### src/rtl/sigma_pkg.sv
// Shared types and signed-magnitude helpers for the sigma_stream slice.
// The helpers work on a fixed wide word; callers pass the real width n.
package sigma_pkg;

   localparam int unsigned N_DEF     = 32;
   localparam int unsigned F_DEF     = 16;
   localparam int unsigned LANES_DEF = 4;
   localparam int unsigned DEPTH_DEF = 32;
   localparam int unsigned MAXW      = 128;

   typedef enum logic {ACC, HOLD} state_t;

   // n-bit signed magnitude (zero-extended into x) -> two's complement; -0 maps to 0.
   function automatic logic signed [MAXW-1:0] sm_to_tc(input logic [MAXW-1:0] x,
                                                       input int unsigned   n);
      logic [MAXW-1:0] mag;
      mag = x & ((MAXW'(1) << (n - 1)) - MAXW'(1));
      return x[n-1] ? -$signed(mag) : $signed(mag);
   endfunction

   // Two's complement -> n-bit signed magnitude with saturation.
   // Result packs {ovf, data}: bits n-1:0 are the word, bit n is the overflow flag.
   function automatic logic [MAXW-1:0] tc_to_sm_sat(input logic signed [MAXW-1:0] s,
                                                    input int unsigned          n);
      logic [MAXW-1:0] lim;
      logic [MAXW-1:0] mag;
      logic [MAXW-1:0] r;
      lim = (MAXW'(1) << (n - 1)) - MAXW'(1);
      mag = s[MAXW-1] ? $unsigned(-s) : $unsigned(s);
      r   = '0;
      if (mag > lim) begin
         r    = lim;
         r[n] = 1'b1;
      end else begin
         r = mag;
      end
      r[n-1] = s[MAXW-1] && (mag != '0);
      return r;
   endfunction

endpackage

### src/rtl/sigma_lane_tree.sv
// Combinational pairwise adder tree over LANES two's-complement terms.
module sigma_lane_tree #(
   parameter int unsigned W     = 32,
   parameter int unsigned LANES = 4
) (
   input  logic signed [W-1:0]                terms [LANES],
   output logic signed [W+$clog2(LANES)-1:0]  sum
);

   localparam int unsigned OW = W + $clog2(LANES);

   // Each pass halves the live node count, pairing neighbours in place.
   always_comb begin
      logic signed [OW-1:0] t [LANES];
      for (int unsigned i = 0; i < LANES; i++) t[i] = OW'(terms[i]);
      for (int unsigned w = LANES / 2; w >= 1; w = w / 2) begin
         for (int unsigned i = 0; i < w; i++) t[i] = t[2*i] + t[2*i+1];
      end
      sum = t[0];
   end

endmodule

### src/rtl/sigma_stream.sv
// Streaming signed-magnitude summer: DEPTH elements in LANES-wide beats,
// one saturated signed-magnitude result per block, held until accepted.
module sigma_stream
   import sigma_pkg::*;
#(
   parameter int unsigned N     = N_DEF,
   parameter int unsigned F     = F_DEF,
   parameter int unsigned LANES = LANES_DEF,
   parameter int unsigned DEPTH = DEPTH_DEF
) (
   input  logic         clk,
   input  logic         rst_n,
   input  logic [N-1:0] in_data [LANES],
   input  logic         in_valid,
   output logic         in_ready,
   output logic [N-1:0] out_data,
   output logic         out_ovf,
   output logic         out_valid,
   input  logic         out_ready
);

   localparam int unsigned TW    = N + $clog2(LANES);
   localparam int unsigned AW    = N + $clog2(DEPTH) + 1;
   localparam int unsigned BEATS = DEPTH / LANES;
   localparam int unsigned CW    = (BEATS > 1) ? $clog2(BEATS) : 1;

   if (F >= N) begin : g_chk_f
      $error("sigma_stream: F must be smaller than N");
   end
   if ((LANES & (LANES - 1)) != 0 || LANES < 1 || LANES > 32) begin : g_chk_lanes
      $error("sigma_stream: LANES must be a power of two in 1..32");
   end
   if (DEPTH < LANES || (DEPTH % LANES) != 0) begin : g_chk_depth
      $error("sigma_stream: DEPTH must be a multiple of LANES");
   end
   if (AW >= MAXW) begin : g_chk_maxw
      $error("sigma_stream: accumulator wider than package helper word");
   end

   state_t               state, state_nx;
   logic [CW-1:0]        cnt;
   logic signed [AW-1:0] acc, acc_next;
   logic signed [N-1:0]  lane_tc [LANES];
   logic signed [TW-1:0] beat_sum;
   logic [N:0]           res;
   logic                 last;

   always_comb begin
      for (int unsigned i = 0; i < LANES; i++)
         lane_tc[i] = N'(sm_to_tc(MAXW'(in_data[i]), N));
   end

   sigma_lane_tree #(.W(N), .LANES(LANES)) u_tree (
      .terms (lane_tc),
      .sum   (beat_sum)
   );

   assign acc_next  = acc + AW'(beat_sum);
   assign res       = (N + 1)'(tc_to_sm_sat(MAXW'(acc_next), N));
   assign last      = (cnt == CW'(BEATS - 1));
   assign in_ready  = (state == ACC);
   assign out_valid = (state == HOLD);

   always_comb begin
      state_nx = state;
      case (state)
         ACC:     if (in_valid && last) state_nx = HOLD;
         HOLD:    if (out_ready)        state_nx = ACC;
         default: state_nx = ACC;
      endcase
   end

   always_ff @(posedge clk or negedge rst_n) begin
      if (!rst_n) state <= ACC;
      else        state <= state_nx;
   end

   // Accumulator and count are cleared as the result is captured, so ACC is
   // re-entered clean on the handshake without a separate clear step.
   always_ff @(posedge clk or negedge rst_n) begin
      if (!rst_n) begin
         cnt      <= '0;
         acc      <= '0;
         out_data <= '0;
         out_ovf  <= 1'b0;
      end else if (state == ACC && in_valid) begin
         if (last) begin
            cnt      <= '0;
            acc      <= '0;
            out_data <= res[N-1:0];
            out_ovf  <= res[N];
         end else begin
            cnt <= cnt + CW'(1);
            acc <= acc_next;
         end
      end
   end

endmodule

### config.mk
export PLATFORM = sky130hd
export DESIGN_NAME = sigma_stream
export DESIGN_NICKNAME = d
export VERILOG_FILES = /design/src/rtl/sigma_pkg.sv /design/src/rtl/sigma_lane_tree.sv /design/src/rtl/sigma_stream.sv
export SDC_FILE = /design/constraint.sdc
export NUM_CORES = 1
export LEC_CHECK = 0
export CAP_MARGIN = 20
export CORE_MARGIN = 4
export CORE_UTILIZATION = 45
export DETAILED_ROUTE_END_ITERATION = 12
export PLACE_DENSITY = 0.67
export SYNTH_ARGS = -nofsm -noshare
export SYNTH_HDL_FRONTEND = slang
export SYNTH_HIERARCHICAL = 1
export SYNTH_SLANG_ARGS = --single-unit
### constraint.sdc
create_clock -name clk -period 5.2 [get_ports clk]
set_input_delay 1.04 -clock clk [delete_from_list [all_inputs] [get_ports clk]]
set_output_delay 1.04 -clock clk [all_outputs]
set_load 0.02 [all_outputs]
==> impl_metrics.env <==
export IMPL_hold_viol=0
export IMPL_finalSetupTns_ns=-191.01
export IMPL_cts_max_path_buffers=2
export IMPL_drc_errors=0
export IMPL_crit_path_end_kind="flop"
export IMPL_gp_congestion=0.928
export IMPL_routed_wl_um=48400
export IMPL_synth_edf_count=0
export IMPL_num_rows=62
export IMPL_overflow=0
export IMPL_fin_ws_ns=-3.81
export IMPL_die_y_um=180
export IMPL_layout_drive_gt1_share_pct=44.6
export IMPL_crit_family="simple AND/OR/NAND/NOR gates"
export IMPL_tightest_slew_ns=1.00
export IMPL_syn_avg_cell_area_um2=7.82
export IMPL_synth_top_cell_area_share_pct=14.1
export IMPL_cts_hold_buf=0
export IMPL_drtIter0Drc=1119
export IMPL_r2r_end="out_data[27]$_DFFE_PN0P_"
export IMPL_clock_latency_ns=0.34
export IMPL_max_cap_violations=0
export IMPL_cts_inserted_buffers=9
export IMPL_die_x_um=180
export IMPL_crit_path_start_kind="primary input"
export IMPL_cts_sinks=75
export IMPL_cp_depth=38
export IMPL_crit_path_end="out_data[27]$_DFFE_PN0P_"
export IMPL_yosys_cell_types_count=104
export IMPL_via_count=15500
export IMPL_async_flop_share_pct=100
export IMPL_grtUsageTotal_pct=27.4
export IMPL_fin_skew_ns=0.0139
export IMPL_cts_tree="done"
export IMPL_path_buf_inv=8
export IMPL_routedWlPerCell_um=17.2
export IMPL_antenna_found_initial=0
export IMPL_core_area_um2=28900
export IMPL_cts_root_buf="clkbuf_16"
export IMPL_io_pins=167
export IMPL_fin_area_um2=22900
export IMPL_final_antenna_net_count=0
export IMPL_worstSetupPathType="in2reg"
export IMPL_violations="negative setup slack"
export IMPL_synth_cells=1699
export IMPL_ff2ff_path_depth=20
export IMPL_antenna_cells=0
export IMPL_vias_per_cell=5.51
export IMPL_final_core_util_pct=79.0
export IMPL_grt_pass1_vias=16200
export IMPL_max_freq_mhz=111
export IMPL_cts_max_level=3
export IMPL_ys_warn_count=6
export IMPL_area_growth_pct=72.1
export IMPL_min_period_over_period_pct=173
export IMPL_final_cell_mix="565 x buf_4, 179 x inv_1, 147 x clkdlybuf4s50_1, 143 x xnor2_1, 122 x nand2_1"
export IMPL_status="finished, violations left"
export IMPL_ys_seq_area_share_pct=14.1
export IMPL_rsz0062_at_grt="true"
export IMPL_reg2reg_from="acc[0]$_DFFE_PN0P_"
export IMPL_port_buffer_count=166
export IMPL_synth_main_ff_cell="dfrtp_1"
export IMPL_whs_ns=0.501
export IMPL_ys_top_cells_by_area="dfrtp_1 14%, xnor2_1 10%, fa_1 9.9%"
export IMPL_path_max_fanout=7
export IMPL_placed_area_um2=20100
export IMPL_worstPathArrival_ns=9.28
export IMPL_cp_startpoint="in_data[33]"
export IMPL_clk_pin_slew_ns=0.06
export IMPL_start_util_pct=45.9
export IMPL_grt_pass1_wl_um=76200
export IMPL_hp_class="reg2reg"
export IMPL_final_max_slew_violation_count=0
export IMPL_syn_nets=1975
export IMPL_yosys_area_top_type="dfrtp_1"
export IMPL_fin_nets=2704
export IMPL_drtPass1Iterations=5
export IMPL_syn_cell_area_um2=13300
export IMPL_max_stage_delay_ns=0.53
export IMPL_setup_violations_final=67
export IMPL_hpwlAfterDp_um=36100
export IMPL_synth_seq_cells=75
export IMPL_layout_commonest_cell="buf_4"
export IMPL_die_area_um2=32300
export IMPL_required_ns=5.47
export IMPL_ff2ff_setup_slack_ns=0.72
export IMPL_period_needed_ns=9.01
export IMPL_grt_max_degree=76
export IMPL_slowest_stage="fa_1"
export IMPL_slew_headroom_pct=33.3
repair_timing:
action / CTS / global route
setup buffers: 76 / 15
gates resized for setup: 316 / 89
pin swaps: 181 / 65
endpoints found under the setup margin: 67 / 68
cloned: 2 / 1
synth_stat cells, drive strengths merged (32+ instances only):
master  count
o21ai     114
xnor2     161
clkbuf     37
inv       193
fa         66
nand2     145
or3        38
ha         78
nor2      131
buf        32
a21oi     139
dfrtp      75
o31ai      37
xor2       40
layer usage:
| layer | up-vias | track usage [%] | wire (um) |
|---|---|---|---|
| li1 | 7427 | - | - |
| met1 | 7370 | 34.1 | 20200 |
| met2 | 585 | 50.2 | 24200 |
| met3 | 133 | 2.47 | 2470 |
| met4 | 0 | 8.26 | 1500 |
| met5 | - | 0 | 0 |
state kept, by name, summed over array words and instances, names as in the netlist:
| register | count |
|---|---|
| out_data | 32 |
| acc | 38 |
| out_ovf | 1 |
| cnt | 3 |
| out_valid | 1 |
final cells by class:
| class | count | area (um^2) |
|---|---|---|
| Multi-Input combinational cell | 1362 | 12800 |
| Clock inverter | 6 | 115 |
| Timing Repair Buffer | 787 | 6640 |
| Tap cell | 384 | 480 |
| Clock buffer | 9 | 225 |
| Inverter | 193 | 747 |
| Sequential cell | 75 | 1880 |
| Fill cell | 1798 | 6070 |
worst min-delay path: cells and delay by family (launching register included):
family / cells / cell delay (ns)
compound gates: 1 / 0.05
simple gates: 1 / 0.05
flops: 1 / 0.36
how the worst min path moves through the flow:
stage	to	start	slack, ns	cells after the start
2_1_floorplan	acc[8]$_DFFE_PN0P_	acc[8]$_DFFE_PN0P_	0.45	2
3_3_place_gp	acc[0]$_DFFE_PN0P_	acc[0]$_DFFE_PN0P_	0.48	2
3_5_place_dp	acc[0]$_DFFE_PN0P_	acc[0]$_DFFE_PN0P_	0.49	2
4_1_cts	acc[0]$_DFFE_PN0P_	acc[0]$_DFFE_PN0P_	0.50	2
5_1_grt	cnt[0]$_DFFE_PN0P_	cnt[0]$_DFFE_PN0P_	0.53	1
6_report	acc[0]$_DFFE_PN0P_	acc[0]$_DFFE_PN0P_	0.50	2
stage by stage:
stage                     cells  worst slack, ns
after floorplan            1699            -3.56
after global placement     2713            -4.49
after detailed placement   2713            -4.76
after CTS                  2801            -3.78
after global routing       2816            -4.18
final                      2816            -3.81
logic make-up (layout without fill, tap and decap cells):
| logic type | Yosys count | count (layout) | share of synthesized area (%) |
|---|---|---|---|
| xor gates and xnor gates | 201 | 201 | 13.4 |
| AOI/OAI and AO/OA | 478 | 478 | 25.5 |
| DFF | 75 | 75 | 14.1 |
| adders and majority gates | 144 | 144 | 17.3 |
| muxes | 10 | 10 | 0.772 |
| and+or+nand+nor | 529 | 529 | 20.4 |
| buffers and inverters | 262 | 995 | 8.49 |
Power is not shown: default switching activity piles up to over one toggle a cycle in this logic, so the estimate is an artifact.
